**src/rtl/float_cvt_pkg.sv**
```systemverilog
// Shared constants and rounding helper for integer-to-float conversion.
// Latency: none (types, constants and a pure function only).
// Backpressure: not applicable.
package float_cvt_pkg;

  localparam logic [7:0] FP_BIAS     = 8'd127;
  // Exponent of a value whose leading one sits at bit 31 (127 + 31).
  localparam logic [7:0] I2F_EXP_TOP = 8'd158;

  localparam int FP_EXP_W = 8;
  localparam int FP_MAN_W = 23;

  // Round to nearest, ties to even: bump the mantissa when above half,
  // or exactly half with an odd lsb.
  function automatic logic rne_inc(input logic g, input logic s, input logic lsb);
    return g & (s | lsb);
  endfunction

endpackage

```
**src/rtl/int2float_lane.sv**
```systemverilog
// One lane of int32/uint32 to IEEE-754 single conversion: sign/abs, LZC/shift, round/pack.
// Latency: 3 cycles; every register loads only when adv is high.
// Backpressure: all stages hold their contents while adv is low.
module int2float_lane
  import float_cvt_pkg::*;
(
  input  logic        clk,
  input  logic        rst,
  input  logic        adv,
  input  logic        en_signed,
  input  logic [31:0] in_dat,
  output logic [31:0] out_dat,
  output logic        out_inexact
);

  logic                sign1_d, sign1_q, zero1_d, zero1_q;
  logic [31:0]         mag1_d, mag1_q;
  logic                sign2_d, sign2_q, zero2_d, zero2_q;
  logic [31:0]         norm2_d, norm2_q;
  logic [FP_EXP_W-1:0] exp2_d, exp2_q;
  logic [31:0]         res3_d, res3_q;
  logic                inx3_d, inx3_q;

  logic [4:0]          lzc;
  logic [FP_MAN_W-1:0] mant, mant_r;
  logic                guard, sticky, carry;
  logic [FP_EXP_W-1:0] exp_r;

  // Stage 1: sign capture and magnitude; -2^31 naturally yields 0x80000000.
  always_comb begin
    sign1_d = sign1_q;
    mag1_d  = mag1_q;
    zero1_d = zero1_q;
    if (adv) begin
      sign1_d = en_signed & in_dat[31];
      mag1_d  = sign1_d ? (~in_dat + 32'd1) : in_dat;
      zero1_d = (in_dat == 32'd0);
    end
  end

  // Stage 2: leading-zero count, normalise so the leading one lands at bit 31.
  always_comb begin
    lzc = 5'd0;
    for (int i = 0; i < 32; i++) begin
      if (mag1_q[i]) lzc = 5'(31 - i);
    end
    sign2_d = sign2_q;
    zero2_d = zero2_q;
    norm2_d = norm2_q;
    exp2_d  = exp2_q;
    if (adv) begin
      sign2_d = sign1_q;
      zero2_d = zero1_q;
      norm2_d = mag1_q << lzc;
      exp2_d  = I2F_EXP_TOP - {3'b000, lzc};
    end
  end

  // Stage 3: drop the hidden bit, round RNE, pack; zero forces +0 and exact.
  always_comb begin
    mant          = norm2_q[30:8];
    guard         = norm2_q[7];
    sticky        = |norm2_q[6:0];
    {carry, mant_r} = {1'b0, mant} + {{FP_MAN_W{1'b0}}, rne_inc(guard, sticky, mant[0])};
    exp_r         = carry ? (exp2_q + 8'd1) : exp2_q;
    res3_d        = res3_q;
    inx3_d        = inx3_q;
    if (adv) begin
      res3_d = zero2_q ? 32'd0 : {sign2_q, exp_r, mant_r};
      inx3_d = ~zero2_q & (guard | sticky);
    end
  end

  // Pipeline registers for all three stages.
  always_ff @(posedge clk or posedge rst) begin
    if (rst) begin
      sign1_q <= 1'b0;
      mag1_q  <= 32'd0;
      zero1_q <= 1'b0;
      sign2_q <= 1'b0;
      zero2_q <= 1'b0;
      norm2_q <= 32'd0;
      exp2_q  <= '0;
      res3_q  <= 32'd0;
      inx3_q  <= 1'b0;
    end else begin
      sign1_q <= sign1_d;
      mag1_q  <= mag1_d;
      zero1_q <= zero1_d;
      sign2_q <= sign2_d;
      zero2_q <= zero2_d;
      norm2_q <= norm2_d;
      exp2_q  <= exp2_d;
      res3_q  <= res3_d;
      inx3_q  <= inx3_d;
    end
  end

  assign out_dat     = res3_q;
  assign out_inexact = inx3_q;

endmodule

```
**src/rtl/axis_int2float_pair.sv**
```systemverilog
// AXIS converter of an int32 pair {A,B} into a packed single-float pair for the multiplier.
// Latency: 3 cycles from acceptance, one beat per cycle sustained.
// Backpressure: whole pipe stalls while the output beat waits; s_axis_ready = ~stall & ~rst.
module axis_int2float_pair
  import float_cvt_pkg::*;
#(
  parameter string en_signed        = "true",
  parameter real   simulation_delay = 1
) (
  input  logic        clk,
  input  logic        rst,
  input  logic [63:0] s_axis_data,
  input  logic        s_axis_last,
  input  logic        s_axis_valid,
  output logic        s_axis_ready,
  output logic [63:0] m_axis_data,
  output logic [1:0]  m_axis_user,
  output logic        m_axis_last,
  output logic        m_axis_valid,
  input  logic        m_axis_ready
);

  // Register update delay is a simulation-model notion; RTL registers update at the edge.
  if (simulation_delay < 0.0) begin : g_bad_delay
    $error("simulation_delay must be non-negative");
  end

  localparam logic SIGNED_MODE = (en_signed == "true");

  logic       stall, adv;
  logic [2:0] vld_d, vld_q;
  logic [2:0] last_d, last_q;

  // Only the output stage can block, so one global advance keeps all stages in lockstep.
  assign stall        = vld_q[2] & ~m_axis_ready;
  assign adv          = ~stall;
  assign s_axis_ready = ~stall & ~rst;

  // Valid and last shift together with the datapath; bubbles are not squeezed out.
  always_comb begin
    vld_d  = vld_q;
    last_d = last_q;
    if (adv) begin
      vld_d  = {vld_q[1:0], s_axis_valid};
      last_d = {last_q[1:0], s_axis_last};
    end
  end

  // Sideband registers; reset flushes every in-flight beat.
  always_ff @(posedge clk or posedge rst) begin
    if (rst) begin
      vld_q  <= 3'b000;
      last_q <= 3'b000;
    end else begin
      vld_q  <= vld_d;
      last_q <= last_d;
    end
  end

  int2float_lane u_lane_a (
    .clk         (clk),
    .rst         (rst),
    .adv         (adv),
    .en_signed   (SIGNED_MODE),
    .in_dat      (s_axis_data[63:32]),
    .out_dat     (m_axis_data[63:32]),
    .out_inexact (m_axis_user[1])
  );

  int2float_lane u_lane_b (
    .clk         (clk),
    .rst         (rst),
    .adv         (adv),
    .en_signed   (SIGNED_MODE),
    .in_dat      (s_axis_data[31:0]),
    .out_dat     (m_axis_data[31:0]),
    .out_inexact (m_axis_user[0])
  );

  assign m_axis_valid = vld_q[2];
  assign m_axis_last  = last_q[2];

endmodule

```
**config.mk**
```make
export PLATFORM = sky130hd
export DESIGN_NAME = axis_int2float_pair
export DESIGN_NICKNAME = d
export VERILOG_FILES = /design/src/rtl/float_cvt_pkg.sv /design/src/rtl/int2float_lane.sv /design/src/rtl/axis_int2float_pair.sv
export SDC_FILE = /design/constraint.sdc
export NUM_CORES = 1
export LEC_CHECK = 0
export ABC_CLOCK_PERIOD_IN_PS = 17000
export CORE_UTILIZATION = 41
export CTS_BUF_LIST = sky130_fd_sc_hd__clkbuf_8
export DETAILED_ROUTE_END_ITERATION = 7
export GPL_TIMING_DRIVEN = 0
export SYNTH_ARGS = -nofsm -noshare
export SYNTH_HDL_FRONTEND = slang
export SYNTH_SLANG_ARGS = --single-unit
```
**constraint.sdc**
```tcl
create_clock -name clk -period 17 [get_ports clk]
set_input_delay 3.4 -clock clk [delete_from_list [all_inputs] [get_ports clk]]
set_output_delay 3.4 -clock clk [all_outputs]
set_load 0.01 [all_outputs]
```
==> results of run 1 <==
-- worst reg2reg max path, stage by stage, from the launching register on --
cell and delay [ns]:
dfrtp_1 0.32, clkbuf_1 0.30, a21oi_1 0.07, o311ai_0 0.57, o21ai_0 0.24, nor2_1 0.61, clkbuf_1 0.63, clkbuf_1 0.60
mux2i_1 0.44, mux2i_1 0.21, nand3_1 0.17, o211ai_1 0.10
-- synth_stat cells (3+ instances only) --
cell,instances
a31oi_1,8
dfrtp_1,222
o22ai_1,7
mux2_2,18
o31ai_1,48
nor2b_1,13
or4_1,13
mux2i_1,133
inv_1,28
o311ai_0,5
nor3_1,23
buf_2,9
a211oi_1,20
or4_4,5
o21ai_1,4
nor4_1,21
ha_1,10
nand2b_1,9
o21ai_0,177
o21bai_1,3
nand2_1,297
or2_2,3
a221o_1,9
nor2_1,116
a221oi_1,9
a21oi_1,55
xor2_1,90
nand3_1,33
buf_1,18
o21a_1,5
nand3b_1,10
o221ai_1,6
o41ai_1,9
nand4_1,12
a22o_1,18
and2_1,4
and4_1,7
xnor2_1,30
o211ai_1,7
clkbuf_1,85
or3_1,5
and3_1,14
-- flip-flops by register name (all words and copies together), names as in the netlist, 8 cells and up --
signal	count
u_lane_a.norm2_q	31
u_lane_a.exp2_q	8
u_lane_b.exp2_q	8
u_lane_a.out_dat	32
u_lane_b.mag1_q	32
u_lane_b.norm2_q	31
u_lane_b.out_dat	32
u_lane_a.mag1_q	32
-- report_power, final --
group,switching (uW),leakage [uW],total (uW),internal [uW]
combinational,829,0.00388,1420,591
clock,224,0.000429,511,288
sequential,200,0.00268,930,730
total,1250,0.00699,2860,1610
-- kinds of logic (layout without fill, tap and decap cells) --
kind of cell / Yosys count / count (layout) / synth area share (%)
fa+ha+maj: 10 / 10 / 0.8851
flops: 222 / 222 / 39.30
xor+xnor: 120 / 120 / 7.435
compound gates: 412 / 412 / 18.54
mux: 151 / 151 / 10.85
buf+inv: 142 / 341 / 3.903
simple gates: 592 / 592 / 19.08
-- area by class of cell --
| cell class | instances | area, um^2 | share of cell area, % |
|---|---|---|---|
| multi-input combinational | 1285 | 8029 | 47.54 |
| sequential | 222 | 5555 | 32.90 |
| timing repair buffer | 138 | 1399 | 8.283 |
| clock buffer | 49 | 674.4 | 3.993 |
| tap | 448 | 560.5 | 3.319 |
| buffer | 114 | 446.7 | 2.645 |
| inverter | 28 | 112.6 | 0.6668 |
| clock inverter | 12 | 110.1 | 0.6520 |
-- cell usage in the layout (no fill, tap or decap), drive strengths merged, types with 6 or more instances in the layout --
cell             n
a211oi          20
a21oi           55
a221o            9
a221oi           9
a22o            18
a31oi            8
and3            14
and4             7
buf             30
clkbuf         134
clkdlybuf4s50  137
dfrtp          222
ha              10
inv             36
mux2            18
mux2i          133
nand2          297
nand2b          11
nand3           33
nand3b          10
nand4           12
nor2           116
nor2b           13
nor3            23
nor4            21
o211ai           7
o21ai          181
o221ai           6
o22ai            7
o31ai           49
o41ai           10
or4             18
xnor2           30
xor2            90
-- routing by layer --
layer / global-route usage [%] / up-vias
met5: 0 / -
met1: 38.04 / 6215
met3: 3.631 / 63
met4: 6.817 / 0
met2: 38.96 / 349
li1: - / 6253
-- per-stage QoR --
step                instances  setup slack (ns)  hold WS [ns]  util [%]  cell area [um^2]
floorplan                1649             7.522        0.4300         -             14140
global placement         2234             4.584        0.4432     47.68             16070
detailed placement       2235             7.074        0.4559     47.78             16100
CTS                      2296             7.070        0.4666     50.11             16890
global route             2296             6.928        0.4879     50.11             16890
finish                   2296             7.088        0.4595     50.11             16890
-- how the worst max path moves through the flow --
stage	to	from	cells past startpoint	slack [ns]
final	s_axis_ready	m_axis_ready	7	7.09
after global routing	s_axis_ready	m_axis_ready	7	6.93
after CTS	s_axis_ready	m_axis_ready	7	7.07
after detailed placement	s_axis_ready	m_axis_ready	7	7.07
after global placement	u_lane_a.mag1_q[18]	rst	2	4.58
after floorplan	last_q[0]	rst	1	7.52
==> impl_metrics.tcl, run 1 <==
set metrics [dict create \
    cts_resized 0 \
    clock_skew_ns 0.01933 \
    synthArstFlopShare_pct 100.0 \
    drive_above_1_share_pct 5.465 \
    grt_first_pass_wirelength_um 71650 \
    max_slew.worst_pin.slew_ns 1.212 \
    met3RoutedLength_um 2276 \
    synth_edf_count 0 \
    fmax_ghz 0.1009 \
    num_antenna_cells 0 \
    worst_setup_path_end_kind "primary output" \
    cts_setup_buffers 0 \
    ant_nets 0 \
    ios 138 \
    path_clk_slew_ns 0.06 \
    synth_area_leaders "dfrtp_1, mux2i_1, nand2_1" \
    min_path_type "flip-flop to flip-flop" \
    p_leak_uw 0.006988 \
    rr_startpoint "u_lane_a.mag1_q[24]" \
    r2r_slack_ns 12.59 \
    whs_path_depth 2 \
    path_cells "clkdlybuf4s50_1 -> nor2b_1 -> clkbuf_1 -> clkbuf_1 -> clkbuf_1 -> nor2_1 -> clkdlybuf4s50_1" \
    portBuffers 137 \
    htree_levels 2 \
    drcViolationCount 0 \
    syn_nets 1728 \
    num_vias 12880 \
    ys_ff_latch 222 \
    critical_path_buf_inv_count 5 \
    ys.flop_type "dfrtp_1" \
    clkLatencyLatePin_ns 0.57 \
    critPathRequiredTime_ns 13.60 \
    dieWidth_um 187.7 \
    synthCells 1649 \
    total_power_uw 2861 \
    vias_per_cell 5.610 \
    die_h_um 187.7 \
    core-area_um2 33700 \
    max-cap-violations 0 \
    synth_seq_area_share_pct 39.30 \
    highest_layer "met4" \
    cts_root_buf "clkbuf_8" \
    cts_hold_buf 0 \
    cpMostUsedCell "clkbuf_1" \
    tritoncts "done" \
    worstHoldEndpoint "last_q[1]" \
    crit_type "input port to primary output" \
    grt_usage_pct 25.68 \
    wl_um 44900 \
    postSynthAreaPerCell_um2 8.573 \
    fill_cells 3372 \
    cts_buffer_depth 3 \
    met2_length_um 19390 \
    setup_viol 0 \
    final_nets 1907 \
    cts_buffers 39 \
    syn_to_final_growth_pct 19.46 \
    drt_pass1_iterations 5 \
    irDropWorstVdd_uv 60.47 \
    drtIter0Drc 961 \
    p_per_area_nw_per_um2 169.4 \
    antenna_found_initial 0 \
    r2r_end "u_lane_a.norm2_q[26]" \
    reg2regPathDepth 11 \
    outcome "finished clean" \
    wl_met1_um 22310 \
    maxSlewHeadroom_pct 18.20 \
    synthDistinctLibCells 62 \
    grt-ovfl-total 0 \
    floorplan.initialDensity_pct 41.95 \
    hold_start "last_q[0]" \
    row_count 67 \
    hpwlAfterDp_um 34340 \
    post_drt_wl_per_cell_um 19.56 \
    synth_area_leader_cell "dfrtp_1" \
    hold_viol_final 0 \
    die_area_um2 35230 \
    path_max_fanout 10 \
    clock_sinks 222 \
    syn_area_um2 14140 \
    grt_pass1_vias 12487 \
    setup_tns_ns 0 \
    slew_violations 0 \
    critPathSlowestCell "clkbuf_1" \
    synth.top_cell.area_share_pct 39.30 \
    yosysWarnings 0 \
    grt_max_degree 119 \
    path_delay_family "buffers and inverters" \
    critPathMaxStageDelay_ns 0.67 \
    cp_data_arrival_time_ns 6.51 \
    gp_congestion 0.8927 \
    finalCriticalPeriod_ns 9.912 \
    rsz0062_at_grt "no" \
    fin_crit_sh_pct 58.30 \
    startpoint_type "input port" \
]
Note: power is estimated with default switching activity, not from simulation.
==> run 2, diff against run 1 <==
--- a/config.mk
+++ b/config.mk
@@ -5,7 +5,7 @@
 export SDC_FILE = /design/constraint.sdc
 export NUM_CORES = 1
 export LEC_CHECK = 0
-export ABC_CLOCK_PERIOD_IN_PS = 17000
+export ABC_CLOCK_PERIOD_IN_PS = 8090
 export CORE_UTILIZATION = 41
 export CTS_BUF_LIST = sky130_fd_sc_hd__clkbuf_8
 export DETAILED_ROUTE_END_ITERATION = 7
==> constraint.sdc (replaced) <==
create_clock -name clk -period 8.09 [get_ports clk]
set_input_delay 1.618 -clock clk [delete_from_list [all_inputs] [get_ports clk]]
set_output_delay 1.618 -clock clk [all_outputs]
set_load 0.01 [all_outputs]
==> results of run 2 <==
Same layout as run 1 (identical final DEF). Status: finished clean.
Among the figures that moved: setup slack after placement 7.074 ns -> 1.728 ns; setup slack after layout 7.088 ns -> 1.742 ns; register-to-register setup slack 12.59 ns -> 3.68 ns; total power 2861 uW -> 6012 uW; worst IR drop on VDD 60.47 uV -> 127.1 uV
